--- src/rtl/btn_event_pkg.sv ---
// -----------------------------------------------------------------------------
// btn_event_pkg
//   Shared definitions for the front-panel button path: the decoder state
//   encoding (also consumed by the mode-control FSM and the debug LEDs) and the
//   default timing constants for a 100 MHz system clock.
// -----------------------------------------------------------------------------
package btn_event_pkg;

  // Encoding is visible on o_state, so the values are fixed explicitly.
  typedef enum logic [1:0] {
    ST_IDLE      = 2'd0,
    ST_PRESSED   = 2'd1,
    ST_LONG_HELD = 2'd2,
    ST_UNUSED    = 2'd3
  } btn_state_t;

  // Defaults at 100 MHz: long press after 0.5 s, auto-repeat every 0.1 s.
  localparam int unsigned DEF_CNT_W          = 26;
  localparam logic [25:0] DEF_LONG_CYCLES    = 26'd50_000_000;
  localparam logic [25:0] DEF_REPEAT_CYCLES  = 26'd10_000_000;

endpackage : btn_event_pkg

--- src/rtl/btn_edge_detect.sv ---
// -----------------------------------------------------------------------------
// btn_edge_detect
//   One-cycle delayed copy of a synchronous level plus combinational rise/fall
//   strobes. Reusable for any panel input already in the i_clk domain.
// Ports
//   i_clk    in  1  system clock
//   i_reset  in  1  synchronous, active-high reset (clears the delayed copy)
//   i_btn    in  1  synchronous level (1 = asserted)
//   o_rise   out 1  i_btn & ~previous level
//   o_fall   out 1  ~i_btn & previous level
// -----------------------------------------------------------------------------
module btn_edge_detect (
  input  logic i_clk,
  input  logic i_reset,
  input  logic i_btn,
  output logic o_rise,
  output logic o_fall
);

  logic r_btn_d;

  // NOTE: sequential state is written with non-blocking assignments so every
  // register samples the pre-edge value of every other register.
  always_ff @(posedge i_clk) begin
    if (i_reset) begin
      r_btn_d <= 1'b0;
    end else begin
      r_btn_d <= i_btn;
    end
  end

  // Clearing r_btn_d on reset makes a level still held after reset look like a
  // fresh press on the first post-reset edge.
  assign o_rise = i_btn & ~r_btn_d;
  assign o_fall = ~i_btn & r_btn_d;

endmodule : btn_edge_detect

--- src/rtl/button_event_decoder.sv ---
// -----------------------------------------------------------------------------
// button_event_decoder
//   Turns a debounced button level into single-cycle events for the controller:
//   press, short-press, long-press, auto-repeat and release. All event outputs
//   are registered; only o_short and o_release may be high together.
// Parameters
//   CNT_W          counter width, must hold max(LONG_CYCLES,REPEAT_CYCLES)-1
//   LONG_CYCLES    cycles from o_press to o_long (>=2)
//   REPEAT_CYCLES  o_repeat period while long-held (>=1)
//   REPEAT_EN      1 = generate o_repeat, 0 = o_repeat stays low
// Ports
//   i_clk      in  1  system clock
//   i_reset    in  1  synchronous, active-high reset
//   i_btn      in  1  debounced level (1 = pressed), synchronous to i_clk
//   o_press    out 1  pulse on press
//   o_short    out 1  pulse on release before o_long fired
//   o_long     out 1  pulse when the hold reaches LONG_CYCLES
//   o_repeat   out 1  pulse every REPEAT_CYCLES while long-held
//   o_release  out 1  pulse on any release
//   o_state    out 2  current state (IDLE=0, PRESSED=1, LONG_HELD=2)
// -----------------------------------------------------------------------------
module button_event_decoder
  import btn_event_pkg::*;
#(
  parameter int unsigned          CNT_W         = DEF_CNT_W,
  parameter logic [CNT_W-1:0]     LONG_CYCLES   = CNT_W'(DEF_LONG_CYCLES),
  parameter logic [CNT_W-1:0]     REPEAT_CYCLES = CNT_W'(DEF_REPEAT_CYCLES),
  parameter bit                   REPEAT_EN     = 1'b1
) (
  input  logic       i_clk,
  input  logic       i_reset,
  input  logic       i_btn,
  output logic       o_press,
  output logic       o_short,
  output logic       o_long,
  output logic       o_repeat,
  output logic       o_release,
  output logic [1:0] o_state
);

  localparam logic [CNT_W-1:0] LONG_LAST   = LONG_CYCLES - CNT_W'(1);
  localparam logic [CNT_W-1:0] REPEAT_LAST = REPEAT_CYCLES - CNT_W'(1);

  logic             w_rise;
  logic             w_fall;

  btn_state_t       r_state;
  btn_state_t       w_state_nxt;
  logic [CNT_W-1:0] r_cnt;
  logic [CNT_W-1:0] w_cnt_nxt;

  logic r_press,   w_press_nxt;
  logic r_short,   w_short_nxt;
  logic r_long,    w_long_nxt;
  logic r_repeat,  w_repeat_nxt;
  logic r_release, w_release_nxt;

  btn_edge_detect u_edge (
    .i_clk   (i_clk),
    .i_reset (i_reset),
    .i_btn   (i_btn),
    .o_rise  (w_rise),
    .o_fall  (w_fall)
  );

  always_ff @(posedge i_clk) begin
    if (i_reset) begin
      r_state   <= ST_IDLE;
      r_cnt     <= '0;
      r_press   <= 1'b0;
      r_short   <= 1'b0;
      r_long    <= 1'b0;
      r_repeat  <= 1'b0;
      r_release <= 1'b0;
    end else begin
      r_state   <= w_state_nxt;
      r_cnt     <= w_cnt_nxt;
      r_press   <= w_press_nxt;
      r_short   <= w_short_nxt;
      r_long    <= w_long_nxt;
      r_repeat  <= w_repeat_nxt;
      r_release <= w_release_nxt;
    end
  end

  // In PRESSED/LONG_HELD the delayed level is always 1 (the state was entered
  // on a rise and is left on the first low sample), so w_fall is exactly
  // "button low" there. Testing release first gives it priority over
  // long/repeat on the same edge.
  always_comb begin
    // NOTE: every combinational output gets a default before the case so no
    // path leaves it unassigned and no latch is inferred.
    w_state_nxt   = r_state;
    w_cnt_nxt     = r_cnt;
    w_press_nxt   = 1'b0;
    w_short_nxt   = 1'b0;
    w_long_nxt    = 1'b0;
    w_repeat_nxt  = 1'b0;
    w_release_nxt = 1'b0;

    case (r_state)
      ST_IDLE: begin
        if (w_rise) begin
          w_state_nxt = ST_PRESSED;
          w_cnt_nxt   = '0;
          w_press_nxt = 1'b1;
        end
      end

      ST_PRESSED: begin
        if (w_fall) begin
          w_state_nxt   = ST_IDLE;
          w_cnt_nxt     = '0;
          w_short_nxt   = 1'b1;
          w_release_nxt = 1'b1;
        end else if (r_cnt == LONG_LAST) begin
          w_state_nxt = ST_LONG_HELD;
          w_cnt_nxt   = '0;
          w_long_nxt  = 1'b1;
        end else begin
          w_cnt_nxt = r_cnt + CNT_W'(1);
        end
      end

      ST_LONG_HELD: begin
        if (w_fall) begin
          w_state_nxt   = ST_IDLE;
          w_cnt_nxt     = '0;
          w_release_nxt = 1'b1;
        end else if (r_cnt == REPEAT_LAST) begin
          // The period keeps running with REPEAT_EN=0; only the pulse is masked.
          w_cnt_nxt    = '0;
          w_repeat_nxt = REPEAT_EN;
        end else begin
          w_cnt_nxt = r_cnt + CNT_W'(1);
        end
      end

      default: begin
        w_state_nxt = ST_IDLE;
        w_cnt_nxt   = '0;
      end
    endcase
  end

  assign o_press   = r_press;
  assign o_short   = r_short;
  assign o_long    = r_long;
  assign o_repeat  = r_repeat;
  assign o_release = r_release;
  assign o_state   = r_state;

endmodule : button_event_decoder

--- config.mk ---
export PLATFORM = sky130hd
export DESIGN_NAME = button_event_decoder
export DESIGN_NICKNAME = d
export VERILOG_FILES = /design/src/rtl/btn_event_pkg.sv /design/src/rtl/btn_edge_detect.sv /design/src/rtl/button_event_decoder.sv
export SDC_FILE = /design/constraint.sdc
export NUM_CORES = 1
export LEC_CHECK = 0
export ABC_AREA = 1
export BUFFER_PORTS_ARGS = -buffer_cell sky130_fd_sc_hd__buf_2
export CORE_MARGIN = 5
export CORE_UTILIZATION = 45
export CTS_BUF_LIST = sky130_fd_sc_hd__clkbuf_16
export DETAILED_ROUTE_END_ITERATION = 10
export PLACE_DENSITY = 0.71
export SYNTH_ARGS = -nofsm -noshare
export SYNTH_HDL_FRONTEND = slang
export SYNTH_HIERARCHICAL = 1
export SYNTH_SLANG_ARGS = --single-unit
--- constraint.sdc ---
create_clock -name i_clk -period 1.7 [get_ports i_clk]
set_input_delay 0.34 -clock i_clk [delete_from_list [all_inputs] [get_ports i_clk]]
set_output_delay 0.34 -clock i_clk [all_outputs]
set_load 0.02 [all_outputs]
==> impl_metrics.toml <==
[power]
power.leakage_nw = 1.08
powerDensity_mw_per_mm2 = 1130
vdd_ir_drop_max_uv = 1170

[floorplanning]
core-area_mm2 = 0.00472
dieWidth_um = 79.6
floorplan.die_area_mm2 = 0.00633
std_cell_rows = 25
num_io_pins = 10
start_util_pct = 46.1
die_height_um = 79.6

[global_routing]
grt_first_pass_wirelength_um = 9230
grt_usage_pct = 18.6
grt_max_degree = 28
met3_usage_pct = 3.84
grt_pass1_vias = 2031
grt-busiest-layer = "met2"
groute.layer.met1.usage_pct = 24.4
grt.met2_usage_pct = 30.4
grt_antenna_before_repair = 0
grt_overflow = 0

[route]
detailroute.via_count = 2319
drtAntennaViolNets = 0
detailedRoute.firstIterationViolations = 202
viasPerCell = 4.99
route.detailed.wl_per_inst_um = 12.6
route.final.wire_length_um = 5880
detail_route.first_pass.iterations = 4
drc_errors = 0

[sta]
fin_ws_ns = -0.00307
timing_hold_violations_final = 0
clock-skew-final_ns = 0.00389
maxClockFrequency_mhz = 587
grt_setup_unrepaired = "true"
max_slew_margin_pct = 73.7
final-setup-viol-count = 1
timing.final.crit_share_pct = 100
tightest_slew_ns = 0.395
setup-tns-final_ns = -0.00307
worst_hold_slack_ns = 0.306
post-route-min-period_ns = 1.70
slew_viol_final = 0

[setup_path]
critical_path_arrival_ns = 1.87
path_class = "flip-flop to flip-flop"
critical_path.cell_chain = "ha_4 -> nand2_4 -> nor2_4 -> nand2_2 -> nor2_4 -> nand4_1 -> nand2_4 -> nand2_8 -> nand2_1 -> a21oi_1"
cpPeakStageDelay_ns = 0.36
critPathLaunchType = "flip-flop"
worstSetupEndpointType = "flip-flop"
worst_ep_required_time_ns = 1.86
critical_path.slowest_cell = "sky130_fd_sc_hd__dfxtp_2"
timing.critical_path.fanout_max = 6

[clock_network]
tritoncts.num_buffers = 5
clock_path_buffers = 2
numClockSinks = 34
clock-root-buffer = "sky130_fd_sc_hd__clkbuf_16"
worst_skew_pair.late_latency_ns = 0.28
cts.reportedPaths.clkPinSlew_ns = 0.05
tritoncts = "done"
htree_levels = 2

[yosys]
syn_area_mm2 = 0.00218
synth.yosys.warnings = 6
synth.lib_cells_used.distinct = 26
synthesis.instances = 363
ys_ff_latch = 34
syn_nets = 370
synth_seq_area_share_pct = 31.3
synth_area_per_cell_um2 = 6.00

[worst_hold_path]
hp-class = "primary input to flip-flop"

[finish]
areaGrowthSynthToFinish_pct = 30.5
nFillCells = 397
seqCellArea_um2 = 689
drive_above_1_share_pct = 27.6
cell_area_after_layout_mm2 = 0.00284
fin_util_pct = 60.1
final_nets = 404
insertedDiodeCount = 0
multi_input_area_mm2 = 0.00151

[place]
port_buffers = 9
detailed_place_hpwl_um = 3660
gpl.final_weighted_congestion = 0.940
placement.cell_area_mm2 = 0.00234
preCtsSetupSlack_ns = -0.0573

[status]
run_status = "finished with violations"
violated_checks = "negative setup slack"

[flow_run]
cap_violations = 0
==> final cells by class <==
| cell class | instances | share of cell area (%) |
|---|---|---|
| Clock buffer | 5 | 4.41 |
| Multi-Input combinational cell | 283 | 53.0 |
| Clock inverter | 3 | 1.41 |
| Sequential cell | 34 | 24.3 |
| Timing Repair Buffer | 33 | 8.55 |
| Tap cell | 67 | 2.95 |
| Inverter | 40 | 5.42 |
==> placed cells by master (no fill, tap or decap), types with 2 or more instances in the layout <==
master / netlist / routed
sky130_fd_sc_hd__dfxtp_1: 34 / 27
sky130_fd_sc_hd__dfxtp_2: 0 / 7
sky130_fd_sc_hd__a21oi_1: 33 / 29
sky130_fd_sc_hd__nand2_1: 122 / 103
sky130_fd_sc_hd__clkbuf_16: 0 / 5
sky130_fd_sc_hd__nand2_4: 2 / 6
sky130_fd_sc_hd__xnor2_1: 2 / 2
sky130_fd_sc_hd__nand2_2: 5 / 19
sky130_fd_sc_hd__nor2_4: 4 / 7
sky130_fd_sc_hd__nand4_1: 2 / 2
sky130_fd_sc_hd__nand2_8: 0 / 4
sky130_fd_sc_hd__buf_4: 1 / 20
sky130_fd_sc_hd__o21ai_0: 4 / 4
sky130_fd_sc_hd__nor2_1: 66 / 56
sky130_fd_sc_hd__inv_2: 0 / 2
sky130_fd_sc_hd__nor3_1: 7 / 7
sky130_fd_sc_hd__nand3_1: 11 / 10
sky130_fd_sc_hd__clkinv_2: 0 / 2
sky130_fd_sc_hd__buf_6: 2 / 2
sky130_fd_sc_hd__ha_1: 4 / 2
sky130_fd_sc_hd__inv_1: 40 / 37
sky130_fd_sc_hd__a21oi_2: 1 / 5
sky130_fd_sc_hd__nor2_2: 7 / 14
sky130_fd_sc_hd__and2_1: 3 / 3
sky130_fd_sc_hd__xor2_1: 2 / 2
sky130_fd_sc_hd__buf_2: 0 / 10
==> path summary, 6_finish.rpt <==
kind	slack, ns	cells after the start	endpoint	start
setup / recovery	-0.003	10	r_cnt[25]$_SDFFE_PP0P_	r_cnt[1]$_SDFFE_PP0P_
hold reg to reg	0.50	2	r_cnt[3]$_SDFFE_PP0P_	r_cnt[3]$_SDFFE_PP0P_
hold / removal	0.31	3	u_edge/r_btn_d$_SDFF_PP0_	i_btn
setup reg to reg	-0.003	10	r_cnt[25]$_SDFFE_PP0P_	r_cnt[1]$_SDFFE_PP0P_
==> cells in the mapped netlist, drive strengths merged <==
| cell type | instances | share of area (%) |
|---|---|---|
| nand2 | 129 | 24 |
| nor2 | 77 | 15 |
| inv | 40 | 6.9 |
| a21oi | 34 | 8.0 |
| dfxtp | 34 | 31 |
| nand3 | 11 | 2.5 |
| nor3 | 7 | 1.6 |
| clkbuf | 6 | 1.5 |
| ha | 4 | 2.3 |
| o21ai | 4 | 0.92 |
| and2 | 3 | 0.86 |
| buf | 3 | 1.4 |
| nand4 | 2 | 0.57 |
| nor3b | 2 | 0.69 |
| xnor2 | 2 | 0.80 |
| xor2 | 2 | 0.80 |
| nor4 | 1 | 0.29 |
| o21a | 1 | 0.34 |
| o22ai | 1 | 0.29 |
==> report_power, final <==
part	total, mW	switching, mW	leakage, nW	internal [mW]
Combinational	1.34	0.888	0.723	0.449
Sequential	0.861	0.0228	0.278	0.838
Clock	1.02	0.337	0.0836	0.685
==> sequential cells by signal, indices dropped and copies added (netlist names) <==
| signal | count |
|---|---|
| o_press | 1 |
| o_state | 2 |
| o_repeat | 1 |
| r_cnt | 26 |
| u_edge/r_btn_d | 1 |
| o_release | 1 |
| o_short | 1 |
| o_long | 1 |
==> per-layer routing <==
layer  routed length [µm]  part of all wire, %
met5                    0                    0
met4                   55                 0.94
met3                  321                  5.5
met2                 2870                   49
met1                 2630                   45
==> kinds of logic after synthesis <==
logic type,Yosys count,share of synthesized area [%]
simple gates,232,45.5
fa+ha+maj,4,2.30
compound gates,40,9.54
flops,34,31.3
xor+xnor,4,1.61
buf+inv,49,9.77
==> through the flow <==
| stage | power, mW | cells |
|---|---|---|
| after floorplan | 1.52 | 363 |
| after global routing | 3.38 | 465 |
| final | 3.22 | 465 |
| after detailed placement | 1.64 | 443 |
| after global placement | 1.63 | 443 |
| after CTS | 2.83 | 455 |
==> repair_timing <==
item                                    in CTS  in global routing
cloned                                       2                  1
pin swaps                                    5                 11
hold buffers                                 0                  0
endpoints found under the hold margin        0                  0
setup buffers                                2                  9
gates resized for setup                     11                 52
endpoints found under the setup margin      26                 28
==> critical path, delay by kind of cell, from the launching register on <==
family                     cells  cell delay (ns)
DFF                            1             0.36
and+or+nand+nor                8             1.02
adders and majority gates      1             0.15
AOI/OAI and AO/OA              1             0.06
No activity file was read; power rests on OpenSTA's default activity.
